==> config.mk <==
export PLATFORM = sky130hd
export DESIGN_NAME = decode_instruction
export DESIGN_NICKNAME = d
export VERILOG_FILES = /design/src/rtl/decode_instruction.sv
export SDC_FILE = /design/constraint.sdc
export NUM_CORES = 1
export LEC_CHECK = 0
export CAP_MARGIN = 20
export CORE_MARGIN = 2
export CORE_UTILIZATION = 36
export DETAILED_ROUTE_END_ITERATION = 10
export DONT_BUFFER_PORTS = 1
export PLACE_DENSITY = 0.51
export SLEW_MARGIN = 20
export SYNTH_ARGS = -nofsm -noshare
export SYNTH_HDL_FRONTEND = slang
export SYNTH_SLANG_ARGS = --single-unit
export TNS_END_PERCENT = 100
==> constraint.sdc <==
create_clock -name clk -period 2.35 [get_ports clk]
set_input_delay 0.47 -clock clk [delete_from_list [all_inputs] [get_ports clk]]
set_output_delay 0.47 -clock clk [all_outputs]
set_load 0.005 [all_outputs]
==> src/rtl/decode_instruction.sv <==
// rtl/decode_instruction.sv - single-slot instruction decode stage with load-use bubble insertion
module decode_instruction #(
  parameter int WORD = 32,
  parameter int ADDR = 32
) (
  input  logic            clk,
  input  logic            reset,
  input  logic            v_i,
  input  logic [WORD-1:0] inst_i,
  input  logic [ADDR-1:0] pc_i,
  input  logic            stall_i,
  input  logic            flush_i,
  output logic            stall_o,
  output logic            v_o,
  output logic [ADDR-1:0] pc_o,
  output logic [5:0]      op_o,
  output logic [4:0]      rd_o,
  output logic [4:0]      rs_o,
  output logic [4:0]      rt_o,
  output logic [WORD-1:0] imm_o,
  output logic            is_load_o,
  output logic            we_o,
  output logic [15:0]     hazard_cnt_o
);

  logic            r_v;
  logic [ADDR-1:0] r_pc;
  logic [5:0]      r_op;
  logic [4:0]      r_rd;
  logic [4:0]      r_rs;
  logic [4:0]      r_rt;
  logic [WORD-1:0] r_imm;
  logic            r_is_load;
  logic            r_we;
  logic [15:0]     r_hazard_cnt;

  logic [5:0]      w_op;
  logic [4:0]      w_rd;
  logic [4:0]      w_rs;
  logic [4:0]      w_rt;
  logic [WORD-1:0] w_imm;
  logic            w_is_load;
  logic            w_we;
  logic            w_hazard;

  assign w_op      = inst_i[31:26];
  assign w_rd      = inst_i[25:21];
  assign w_rs      = inst_i[20:16];
  assign w_rt      = inst_i[15:11];
  assign w_imm     = {{(WORD-16){inst_i[15]}}, inst_i[15:0]};
  assign w_is_load = (w_op == 6'h10);
  assign w_we      = v_i && ((w_op[5:4] == 2'b00) || w_is_load) && (w_rd != 5'd0);

  // Both source fields are compared regardless of opcode: cheap and never misses a dependency.
  assign w_hazard = v_i && r_v && r_is_load && (r_rd != 5'd0) &&
                    ((w_rs == r_rd) || (w_rt == r_rd));

  assign stall_o = stall_i || (w_hazard && !flush_i);

  always_ff @(posedge clk) begin
    if (reset) begin
      r_v          <= 1'b0;
      r_pc         <= '0;
      r_op         <= '0;
      r_rd         <= '0;
      r_rs         <= '0;
      r_rt         <= '0;
      r_imm        <= '0;
      r_is_load    <= 1'b0;
      r_we         <= 1'b0;
      r_hazard_cnt <= '0;
    end else if (flush_i) begin
      r_v       <= 1'b0;
      r_we      <= 1'b0;
      r_is_load <= 1'b0;
    end else if (stall_i) begin
      r_v <= r_v;
    end else if (w_hazard) begin
      // Bubble leaves v_o low, so the held instruction cannot re-trigger next cycle.
      r_v       <= 1'b0;
      r_we      <= 1'b0;
      r_is_load <= 1'b0;
      if (r_hazard_cnt != 16'hFFFF) begin
        r_hazard_cnt <= r_hazard_cnt + 16'd1;
      end
    end else begin
      r_v       <= v_i;
      r_pc      <= pc_i;
      r_op      <= w_op;
      r_rd      <= w_rd;
      r_rs      <= w_rs;
      r_rt      <= w_rt;
      r_imm     <= w_imm;
      r_is_load <= v_i && w_is_load;
      r_we      <= w_we;
    end
  end

  assign v_o          = r_v;
  assign pc_o         = r_pc;
  assign op_o         = r_op;
  assign rd_o         = r_rd;
  assign rs_o         = r_rs;
  assign rt_o         = r_rt;
  assign imm_o        = r_imm;
  assign is_load_o    = r_is_load;
  assign we_o         = r_we;
  assign hazard_cnt_o = r_hazard_cnt;

endmodule

# Word-level counts from Yosys, hierarchy flattened
# Index checks and enable logic that the tools add are counted.
dict set report op_classes {
  n_addsub 1
  n_eq_ne 4
  n_mux 3
  bitwise_logic 3
  n_reduce_logical 18
}
# operator count
set op_table {}
lappend op_table {{adder 16 x 1 -> 16 bit (second input constant)} 1}
lappend op_table {{!= test 16 bit (second input constant)} 1}
lappend op_table {{equality test 5 bit} 2}
lappend op_table {{nonzero test 5 bit} 2}
lappend op_table {{logical AND 1 bit} 8}
lappend op_table {{equality test 6 x 5 -> 1 bit (second input constant)} 1}
lappend op_table {{AND reduction 4 bit} 1}
lappend op_table {{logical OR 1 bit} 3}
lappend op_table {{2-to-1 mux 1 bit} 3}
lappend op_table {{inverter 1 bit} 3}
lappend op_table {{AND reduction 3 bit} 1}
lappend op_table {{zero test 2 bit} 1}
lappend op_table {{OR reduction 2 bit} 1}
lappend op_table {{zero test 1 bit} 1}
dict set report word_totals {
  register_bits 88
  input_bits 69
  out_inout_bits 105
  wordCells 39
}

# Logic depth before layout (Yosys ltp)
# Gate-level depths: netlist of run 1.
dict set report depth {
  word_depth 6
  ltp_mapped 8
  mapped_depth_nobuf 6
}

# Least setup slack after synthesis of run 1
# OpenSTA, ideal clock, no wires.
dict set report synth_timing {
  path_type {input-to-output}
  from {in inst_i[18]}
  to {out stall_o}
  arrival_time_ns 1.512
  required_ns 1.880
  slack_ns 0.368
  cell_stages 6
  path_buffers 2
  cell_sequence {xor2_1 -> nor3_1 -> a22oi_2 -> buf_6 -> buf_2 -> o31ai_1}
}
dict set report synth_between {
  elab_chain_cells 5
}
# element line
set synth_rtl {}
lappend synth_rtl {{start: declaration} 9} ;# input logic [WORD-1:0] inst_i,
lappend synth_rtl {{equality test 5 bit} 56} ;# ((w_rs == r_rd) || (w_rt == r_rd));
lappend synth_rtl {{logical OR 1 bit} 56}
lappend synth_rtl {{logical AND 1 bit} 55} ;# assign w_hazard = v_i && r_v && r_is_load && (r_rd != 5'd0) &&
lappend synth_rtl {{logical AND 1 bit} 58} ;# assign stall_o = stall_i || (w_hazard && !flush_i);
lappend synth_rtl {{logical OR 1 bit} 58}
lappend synth_rtl {{end: declaration} 13} ;# output logic stall_o,
# Every way passes these cells.

# Worst setup path in the final report of run 1
dict set report layout_timing {
  from {reg r_rd[4] (netlist: rd_o[4])}
  to {out stall_o}
}
dict set report layout_between {
  elab_chain_cells 5
  word_cells_on_any_way 8
  cone_classes {eq/ne: 2; reduce/logical: 6}
}
# element line
set layout_rtl {}
lappend layout_rtl {{start: declaration} 29} ;# logic [4:0] r_rd;
lappend layout_rtl {{start signal: assignment} 90} ;# r_rd <= w_rd;
lappend layout_rtl {{equality test 5 bit or nonzero test 5 bit (tied branches)} {56, 55}}
lappend layout_rtl {{logical OR 1 bit or logical AND 1 bit (tied branches)} {56, 55}}
lappend layout_rtl {{logical AND 1 bit *} 55}
lappend layout_rtl {{logical AND 1 bit *} 58}
lappend layout_rtl {{logical OR 1 bit *} 58}
# Every way passes the cells marked *; elsewhere a longest branch is shown, timed or not.

==> results of run 1 <==
Yosys cell counts (7+ instances only):
library cell               instances
sky130_fd_sc_hd__a21oi_1          64
sky130_fd_sc_hd__and3_1           67
sky130_fd_sc_hd__buf_2            18
sky130_fd_sc_hd__buf_4            24
sky130_fd_sc_hd__clkbuf_1         34
sky130_fd_sc_hd__dfxtp_1          83
sky130_fd_sc_hd__mux2_1            9
sky130_fd_sc_hd__nand2_1         134
sky130_fd_sc_hd__nand3_1           8
sky130_fd_sc_hd__nand4_1           7
sky130_fd_sc_hd__nor2_1           80
sky130_fd_sc_hd__nor2b_1          13
sky130_fd_sc_hd__nor3_1           13
sky130_fd_sc_hd__o311ai_0         62
sky130_fd_sc_hd__xor2_1           10
worst max-delay path: cells and delay by family, from the launching register on:
family / cells / cell delay [ps]
and+or+nand+nor: 1 / 160
DFF: 1 / 500
buffers and inverters: 1 / 200
AOI/OAI and AO/OA: 2 / 440
xor gates and xnor gates: 1 / 140
area by class of cell:
cell class                 count  area [um2]  area share
antenna                        1        2.50    0.000476
clock buffer                  12         256      0.0488
clock inverter                 4        72.6      0.0138
inverter                       2        8.76     0.00167
multi-input combinational    505        2870       0.547
sequential                    83        1660       0.317
tap                          176         220      0.0419
timing repair buffer          11         158      0.0300
routing by layer:
metal / GRT usage / up-vias / share of wire
li1: - / 2272 / -
met1: 0.235 / 2161 / 0.44
met2: 0.255 / 143 / 0.44
met3: 0.0623 / 20 / 0.096
met4: 0.0776 / 0 / 0.023
met5: 0 / - / 0
flip-flops by register name, summed over array words and instances, names as in the netlist, 5 cells and up:
signal        flops
pc_o             32
hazard_cnt_o     16
imm_o            11
op_o              6
rd_o              5
rs_o              5
rt_o              5
power groups by stage:
stage	registers, mW	logic [mW]	clock network (mW)
floorplan	1.61	0.359	0
CTS	1.61	0.390	1.62
detailed placement	1.64	0.389	0
finish	1.60	0.388	1.58
global route	1.62	0.447	1.68
global placement	1.64	0.372	0
logic make-up after synthesis:
| family | after synthesis | synth area share |
|---|---|---|
| xor+xnor | 10 | 0.0176 |
| compound gates | 141 | 0.197 |
| simple gates | 339 | 0.325 |
| buf+inv | 84 | 0.0920 |
| mux | 14 | 0.0322 |
| fa+ha+maj | 1 | 0.00251 |
| flops | 83 | 0.334 |
how the worst min path moves through the flow:
| stage | depth (start not counted) | slack [ps] | from | endpoint |
|---|---|---|---|---|
| finish | 1 | 200 | reset | hazard_cnt_o[14] |
| global route | 1 | 180 | reset | hazard_cnt_o[14] |
| CTS | 1 | 170 | reset | hazard_cnt_o[6] |
| detailed placement | 2 | 470 | we_o | we_o |
| global placement | 2 | 470 | we_o | we_o |
| floorplan | 2 | 440 | we_o | we_o |
metrics by stage:
step | util | cells
after floorplan | - | 672
after global placement | 0.369 | 777
after detailed placement | 0.369 | 777
after CTS | 0.393 | 793
after global routing | 0.394 | 794
final | 0.394 | 794
layout by cell type, fill, tap and decap left out, types with 10 or more instances in the layout:
cell type / instances
sky130_fd_sc_hd__o311ai_0: 62
sky130_fd_sc_hd__nor3_1: 13
sky130_fd_sc_hd__and3_1: 67
sky130_fd_sc_hd__nor2b_1: 13
sky130_fd_sc_hd__nand2_1: 134
sky130_fd_sc_hd__xor2_1: 10
sky130_fd_sc_hd__nor2_1: 79
sky130_fd_sc_hd__a21oi_1: 64
sky130_fd_sc_hd__dfxtp_1: 81
==> qor_table.md, run 1 <==
| Quantity | Reported |
|:---|:---|
| Cells after synthesis | 672 |
| Clock power frac | 0.442 |
| Clock transition at path regs | 60 ps |
| Worst flop-to-flop path startpoint | rd_o[3] |
| Type of the setup path with the least slack | reg2out |
| Syn_nets | 742 |
| Register-to-register setup slack | 390 ps |
| Crit Reg-Reg Endpoint | op_o[5] |
| Ordered cell list for the critical path | xor2_1 -> nor2_1 -> a22oi_2 -> buf_12 -> o31ai_1 |
| Maximum single-stage delay on the critical path | 500 ps |
| Post-route standard cell area excluding fillers | 5250 um2 |
| Resized cells post-CTS | 0 |
| Root buf cell | sky130_fd_sc_hd__clkbuf_16 |
| Period utilization | 0.962 |
| Capture point of the worst path | stall_o |
| Die outline height | 122 um |
| Row Count | 42 |
| Largest clock skew in the final design | 4.93 ps |
| Worst min path class | in2reg |
| Count of buffers added by post-CTS timing repair for setup | 0 |
| Clk sinks | 83 |
| Standard cell with the maximum stage delay on the critical path | sky130_fd_sc_hd__dfxtp_1 |
| Overall routed net length | 13200 um |
| Setup Viol. Count Final | 0 |
| Element type at the critical path end | primary output |
| Initial cell density of the core | 0.373 |
| Proportion of layout cells with a drive suffix above 1 | 0.0697 |
| Max Clock Freq | 442 MHz |
| Number of H-tree branching levels | 3 |
| Post-Syn Area | 4980 um2 |
| Worst setup path startpoint | rd_o[4] |
| Via density | 5.79 |
| Setup Slack @ Placement | 349 ps |
| Data required time of the worst path | 1880 ps |
| Sum of net half-perimeters after detailed placement | 8670 um |
| Final number of max-transition violations | 0 |
| Top flip-flop cell by instance count after synthesis | sky130_fd_sc_hd__dfxtp_1 |
| Placed cell area | 4920 um2 |
| Area share of the largest cell type after synthesis | 0.334 |
| Cell taking the most area after synthesis | sky130_fd_sc_hd__dfxtp_1 |
| Setup TNS | 0 ps |
| Number of I/O pins | 174 |
| Critical path arrival | 1790 ps |
| Core ar. | 13300 um2 |
| Number of enable flip-flop cells after synthesis | 0 |
| Switching power | 931 uW |
| Wire length per cell after detailed routing | 16.6 um |
| Final RePlAce weighted congestion | 0.816 |
| Final worst setup slack | 89.9 ps |
| Number of iterations in the first detailed-routing pass | 7 |
| Worst Reg2Reg Path Length in Cells | 5 |
| Area growth, synth to finish | 5.58% |
| Total power per unit cell area | 680 nW/um2 |
| Mean instance size in the synthesized netlist | 7.40 um2 |
| First-pass GRT wire length | 21000 um |
| Status | complete, no violations |
| Worst-case hold slack | 195 ps |
| Drt first-iter violations | 289 |
| Top cells by area, synth | sky130_fd_sc_hd__dfxtp_1, sky130_fd_sc_hd__o311ai_0, sky130_fd_sc_hd__nand2_1, sky130_fd_sc_hd__and3_1, sky130_fd_sc_hd__a21oi_1 |
| Pin count of the biggest net entering global routing | 73 |
| Global router's overall resource usage | 0.176 |
| Part of the total power dissipated in sequential elements | 0.449 |
| Fraction of registers with async set or reset after synthesis | 0 |
| Horizontal extent of the die | 122 um |
| Maximum net fanout on the critical path | 43 |
| Final hold violation count | 0 |
| Int Power | 2.64 mW |
| Fillcell total | 1361 |
| Combinational group share of total power | 0.109 |
| Sequential cell area fraction in the yosys report | 0.334 |
| Remaining design rule violation count | 0 |
| Initial antenna violation count | 1 |
| Residual overflow from global routing | 0 |
| Largest voltage drop on the vdd net | 0.286 mV |
| Count of nets after finishing | 682 |
| Yosys warning total | 0 |
| Total of hold buffers inserted after clock tree synthesis | 0 |
| Max-slew headroom | 0.561 |
| Number of max-capacitance violations reported | 0 |
| Unrepaired setup endpoints after global routing | false |
| TritonCTS clock tree | built |
| Post-synth cell types | 45 |
| Clock Path Buffers | 2 |
| Clock insertion delay at the later pin of the skew report | 340 ps |
| Die Outline Area | 14800 um2 |
| Register bit total from synthesis | 83 |
| Slew of the pin with the lowest slew margin | 659 ps |
| Static leakage | 2.06 nW |
| Detail Route Antenna Nets | 0 |
| Vias in the first global route | 4141 |
| Via total after detailed routing | 4596 |
| Net switching share of the total power | 0.261 |
| Post-route total power | 3.57 mW |
| Cts bufs inserted | 9 |
| Type of element launching the critical path | flip-flop |
| Count of buffers inserted at the top-level ports | 0 |
| Final worst path period need | 2260 ps |
(Power assumes the default switching activity.)
==> inputs of run 2 (changes only) <==
Settings changed: CORE_UTILIZATION 36 to 60, PLACE_DENSITY 0.51 to 0.77.
==> run 2 against run 1 <==
- final area shrank 4.3%
- largest power group unchanged
- non-clock buffer count rose by 1
- global-route usage grew 7.9 points
- cell count down 8.9%
- flip-flop and latch count is the same
- critical path type unchanged
- total power is 17% lower
- first-iteration DRC count down 11%
- maximum frequency rose by 2.9%
==> qor_table.md, run 2 (synthesis gave the netlist of run 1 again) <==
| Quantity | Reported | vs previous |
|:---|:---|:---|
| Status | complete, no violations |  |
| Max FFs per register | 32 | unchanged |
| Via total after detailed routing | 4575 | -0.46% |
| Placed cell area | 4840 um2 | -1.7% |
| Largest clock skew in the final design | 12.3 ps | +7.38 ps |
| Number of iterations in the first detailed-routing pass | 5 | -2 |
| Number of max-capacitance violations reported | 0 | unchanged |
| Proportion of layout cells with a drive suffix above 1 | 0.0728 | +0.00312 |
| TritonCTS clock tree | built |  |
| Total of hold buffers inserted after clock tree synthesis | 0 | unchanged |
| Cts bufs inserted | 9 | unchanged |
| Count of nets after finishing | 683 | +0.15% |
| Residual overflow from global routing | 0 | unchanged |
| Post-route standard cell area excluding fillers | 5030 um2 | -4.3% |
| Clock Path Buffers | 2 | unchanged |
| Final RePlAce weighted congestion | 0.732 | -10% |
| Int Power | 2.09 mW | -21% |
| Period utilization | 0.935 | -0.0271 |
| Switching power | 856 uW | -8.1% |
| Combinational group share of total power | 0.133 | +0.024 |
| Clock power frac | 0.326 | -0.116 |
| First-pass GRT wire length | 18600 um | -11% |
| Global router's overall resource usage | 0.255 | +0.0794 |
| Initial cell density of the core | 0.612 | +0.239 |
| Number of H-tree branching levels | 3 | unchanged |
| Vias in the first global route | 3880 | -6.3% |
| Part of the total power dissipated in sequential elements | 0.541 | +0.092 |
| Unrepaired setup endpoints after global routing | false |  |
| Drt first-iter violations | 258 | -11% |
| Initial antenna violation count | 0 | -1 |
| Net switching share of the total power | 0.290 | +0.0293 |
| Number of antenna repair diodes | 0 | -1 |
| Die Outline Area | 9040 um2 | -39% |
| Final hold violation count | 0 | unchanged |
| Type of the setup path with the least slack | reg2out |  |
| Number of I/O pins | 174 | unchanged |
| Clock insertion delay at the later pin of the skew report | 360 ps | +20 ps |
| Static leakage | 1.99 nW | -3.3% |
| Count of buffers added by post-CTS timing repair for setup | 0 | unchanged |
| Sum of net half-perimeters after detailed placement | 7900 um | -8.9% |
| Commonest cells after routing, fill and taps aside | sky130_fd_sc_hd__nand2_1, sky130_fd_sc_hd__dfxtp_1, sky130_fd_sc_hd__nor2_1 |  |
| Pin count of the biggest net entering global routing | 129 | +77% |
| Overall routed net length | 12100 um | -8.1% |
| Horizontal extent of the die | 95.1 um | -22% |
| Final worst path period need | 2200 ps | -63.6 ps |
| Max-slew headroom | 0.645 | +0.0838 |
| Clock transition at path regs | 90 ps | +30 ps |
| Largest voltage drop on the vdd net | 0.293 mV | +2.7% |
| Wire length per cell after detailed routing | 16.7 um | +0.89% |
| Via density | 6.33 | +9.3% |
| Final number of max-transition violations | 0 | unchanged |
| Clk sinks | 83 | unchanged |
| Slew of the pin with the lowest slew margin | 533 ps | -126 ps |
| Max Clock Freq | 455 MHz | +2.9% |
| Critical path arrival | 1730 ps | -60 ps |
| Root buf cell | sky130_fd_sc_hd__clkbuf_8 |  |
| Count of buffers inserted at the top-level ports | 0 | unchanged |
| Setup TNS | 0 ps | unchanged |
| Core ar. | 8130 um2 | -39% |
| Die outline height | 95.1 um | -22% |
| Maximum net fanout on the critical path | 12 | -72% |
| Detail Route Antenna Nets | 0 | unchanged |
| Most frequent standard cell in the layout excluding fill and tap cells | sky130_fd_sc_hd__nand2_1 |  |
| Total power per unit cell area | 587 nW/um2 | -14% |
| Remaining design rule violation count | 0 | unchanged |
| Row Count | 33 | -21% |
| Setup Viol. Count Final | 0 | unchanged |
| Element type at the critical path end | primary output |  |
| Area growth, synth to finish | 1.01% |  |
| Worst min path class | in2reg |  |
| Type of element launching the critical path | flip-flop |  |
| Data required time of the worst path | 1880 ps | about the same |
[run 2: final cells by class]
cell class / instances / area [um2]
Multi-Input combinational cell: 505 / 2880
Clock inverter: 4 / 25.0
Fill cell: 702 / 3110
Sequential cell: 83 / 1660
Clock buffer: 12 / 155
Tap cell: 105 / 131
Inverter: 2 / 8.76
Timing Repair Buffer: 12 / 165
[run 2: critical path: stages (launching register included)]
cell                      delay (ps)
sky130_fd_sc_hd__dfxtp_1         500
sky130_fd_sc_hd__xor2_1          190
sky130_fd_sc_hd__nor2_1           70
sky130_fd_sc_hd__a22oi_2         450
sky130_fd_sc_hd__o31ai_2         160
[run 2: routing by layer]
layer	vias to the layer above	share of wire	global-route usage
met5	-	0	0
met1	2139	0.42	0.315
met2	154	0.46	0.401
met3	22	0.093	0.0964
li1	2260	-	-
met4	0	0.023	0.101
[run 2: power groups by stage]
stage | sequential (mW) | combinational [mW] | clock [mW]
detailed placement | 1.63 | 0.390 | 0
global placement | 1.63 | 0.367 | 0
CTS | 1.60 | 0.392 | 0.983
global route | 1.61 | 0.449 | 1.03
floorplan | 1.61 | 0.359 | 0
finish | 1.60 | 0.393 | 0.960
[run 2: per-stage QoR]
step	worst slack (ps)	cells	utilization	hold slack, ps	total power, mW
2_1_floorplan	368	672	-	443	1.97
3_5_place_dp	179	707	0.595	495	2.02
3_3_place_gp	312	707	0.595	487	1.99
4_1_cts	79.7	723	0.618	161	2.97
6_report	154	723	0.618	182	2.95
5_1_grt	18.3	723	0.618	158	3.09
[run 2: repair_timing]
item / 4_1_cts / 5_1_grt
pin swaps: 0 / 1
endpoints found under the setup margin: 1 / 3
gates resized for setup: 1 / 2
[run 2: final timing paths]
check	from	to	slack (ps)	cells past startpoint
worst max-delay path	rd_o[3]	stall_o	150	4
worst min-delay path	reset	hazard_cnt_o[6]	180	1
worst max register to register	rd_o[3]	pc_o[13]	170	6
worst min register to register	is_load_o	is_load_o	500	2
==> inputs of run 3 (changes only) <==
Settings changed: RECOVER_POWER set to 100.
==> run 3 against run 2 <==
- combinational power is 2% lower
- register-to-register slack hardly changed
- die area stayed put
==> qor_table.md, run 3 (synthesis gave the netlist of run 1 again) <==
| Quantity | Reported | vs previous |
|:---|:---|:---|
| Status | complete, no violations |  |
| Crit Reg-Reg Endpoint | pc_o[13] |  |
| Worst Hold Depth | 1 | unchanged |
| First-pass GRT wire length | 18600 um | unchanged |
| Area occupied by multi-input gates | 2830 um2 | -1.5% |
| Slew of the pin with the lowest slew margin | 554 ps | +21.5 ps |
| Die Outline Area | 9040 um2 | unchanged |
| Initial antenna violation count | 0 | unchanged |
| Top Family by Delay on Critical Path | compound AO/OA/AOI/OAI gates |  |
| Residual overflow from global routing | 0 | unchanged |
| Worst min path class | in2reg |  |
| Core ar. | 8130 um2 | unchanged |
| Area growth, synth to finish | -0.126% |  |
| Vias in the first global route | 3880 | unchanged |
| Via total after detailed routing | 4565 | -0.22% |
| Clock insertion delay at the later pin of the skew report | 360 ps | about the same |
| Final hold violation count | 0 | unchanged |
| Capture endpoint of the worst hold path | hazard_cnt_o[6] |  |
| Clk sinks | 83 | unchanged |
| Global router's overall resource usage | 0.255 | unchanged |
| Final worst path period need | 2210 ps | +10.6 ps |
| Max-slew headroom | 0.630 | -0.0143 |
| Horizontal extent of the die | 95.1 um | unchanged |
| Sum of net half-perimeters after detailed placement | 7900 um | unchanged |
| Standard cell with the maximum stage delay on the critical path | sky130_fd_sc_hd__dfxtp_1 |  |
| Detail Route Antenna Nets | 0 | unchanged |
| Maximum net fanout on the critical path | 12 | unchanged |
| Number of H-tree branching levels | 3 | unchanged |
| Cell count along the critical path | 4 | unchanged |
| Area of all sequential standard cells | 1660 um2 | unchanged |
| Static leakage | 1.95 nW | -1.9% |
| Setup Viol. Count Final | 0 | unchanged |
| Final number of max-transition violations | 0 | unchanged |
| Fillcell total | 718 | +2.3% |
| Setup TNS | 0 ps | unchanged |
| Wire length per cell after detailed routing | 16.6 um | -0.63% |
| Clock transition at path regs | 90 ps | about the same |
| Commonest cells after routing, fill and taps aside | sky130_fd_sc_hd__nand2_1, sky130_fd_sc_hd__dfxtp_1, sky130_fd_sc_hd__nor2_1 |  |
| Initial cell density of the core | 0.612 | unchanged |
| Period utilization | 0.939 | +0.00451 |
| Number of iterations in the first detailed-routing pass | 5 | unchanged |
| Largest clock skew in the final design | 13.0 ps | +0.687 ps |
| Type of the setup path with the least slack | reg2out |  |
| Number of antenna repair diodes | 0 | unchanged |
| Crit path buf inv count | 0 | unchanged |
| Max Clock Freq | 453 MHz | -0.48% |
| Final RePlAce weighted congestion | 0.732 | unchanged |
| Number of I/O pins | 174 | unchanged |
| Number of max-capacitance violations reported | 0 | unchanged |
| Total of hold buffers inserted after clock tree synthesis | 0 | unchanged |
| Pin count of the biggest net entering global routing | 129 | unchanged |
| Clock Path Buffers | 2 | unchanged |
| Drt first-iter violations | 263 | +1.9% |
| Largest voltage drop on the vdd net | 0.294 mV | +0.21% |
| Remaining design rule violation count | 0 | unchanged |
| Overall routed net length | 12000 um | -0.63% |
| Max FFs per register | 32 | unchanged |
| Root buf cell | sky130_fd_sc_hd__clkbuf_8 |  |
| TritonCTS clock tree | built |  |
| Row Count | 33 | unchanged |
| Most frequent standard cell in the layout excluding fill and tap cells | sky130_fd_sc_hd__nand2_1 |  |
| Placed cell area | 4840 um2 | unchanged |
| Startpoint of the lowest-slack hold path | reset |  |
| Ordered cell list for the critical path | xor2_1 -> nor3_1 -> a22oi_2 -> o31ai_2 |  |
| Critical path arrival | 1740 ps | about the same |
| Count of buffers inserted at the top-level ports | 0 | unchanged |
| Count of nets after finishing | 683 | unchanged |
| Die outline height | 95.1 um | unchanged |
| Total power per unit cell area | 593 nW/um2 | +0.97% |
| Register-to-register setup slack | 180 ps | about the same |
| Element type at the critical path end | primary output |  |
| Count of buffers added by post-CTS timing repair for setup | 0 | unchanged |
| Post-route standard cell area excluding fillers | 4970 um2 | -1.1% |
| Worst Reg2Reg Path Length in Cells | 6 | unchanged |
| Type of element launching the critical path | flip-flop |  |
| Via density | 6.31 | -0.22% |
| Maximum single-stage delay on the critical path | 510 ps | about the same |
| Proportion of layout cells with a drive suffix above 1 | 0.0631 | -0.00971 |
| Unrepaired setup endpoints after global routing | false |  |
| Worst flop-to-flop path startpoint | rd_o[3] |  |
| Data required time of the worst path | 1880 ps | about the same |
| Cts bufs inserted | 9 | unchanged |
## run 3: what timing repair did
action,in CTS,in global routing
pin swaps,0,1
gates resized for setup,1,2
endpoints found under the setup margin,1,3
cloned,0,0
## run 3: per-stage QoR
| stage | util | hold slack [ps] | std cells | setup slack (ps) | total power [mW] |
|---|---|---|---|---|---|
| 6_report | 0.611 | 181 | 723 | 143 | 2.95 |
| 5_1_grt | 0.611 | 158 | 723 | 19.5 | 3.09 |
| 4_1_cts | 0.618 | 161 | 723 | 79.7 | 2.97 |
| 3_5_place_dp | 0.595 | 495 | 707 | 179 | 2.02 |
| 3_3_place_gp | 0.595 | 487 | 707 | 312 | 1.99 |
| 2_1_floorplan | - | 443 | 672 | 368 | 1.97 |
## run 3: area by class of cell
class                           count  area share
Tap cell                          105      0.0264
Multi-Input combinational cell    505       0.570
Inverter                            2     0.00176
Clock inverter                      4     0.00504
Clock buffer                       12      0.0312
Sequential cell                    83       0.335
Timing Repair Buffer               12      0.0305
## run 3: worst max path at each step
stage,endpoint,startpoint
finish,stall_o,rd_o[3]
CTS,stall_o,rd_o[2]
detailed placement,pc_o[13],rd_o[2]
floorplan,stall_o,inst_i[18]
global route,stall_o,rd_o[3]
global placement,pc_o[22],rd_o[4]
## run 3: where the power goes
part	leakage (nW)	switching [mW]	internal (mW)	total (mW)
sequential	0.683	0.0892	1.51	1.60
clock	0.0884	0.524	0.439	0.963
combinational	1.18	0.243	0.144	0.386
## run 3: worst register-to-register path, cell delays in order (launching register included)
cell,delay (ps)
sky130_fd_sc_hd__dfxtp_1,510
sky130_fd_sc_hd__xor2_1,190
sky130_fd_sc_hd__nor2_1,70
sky130_fd_sc_hd__a22oi_2,450
sky130_fd_sc_hd__buf_4,290
sky130_fd_sc_hd__buf_12,270
sky130_fd_sc_hd__o311ai_0,240
## run 3: per-layer routing
metal,wire length [um],track usage
met4,263,0.101
met3,1140,0.0964
met1,5040,0.315
met5,0,0
met2,5570,0.401
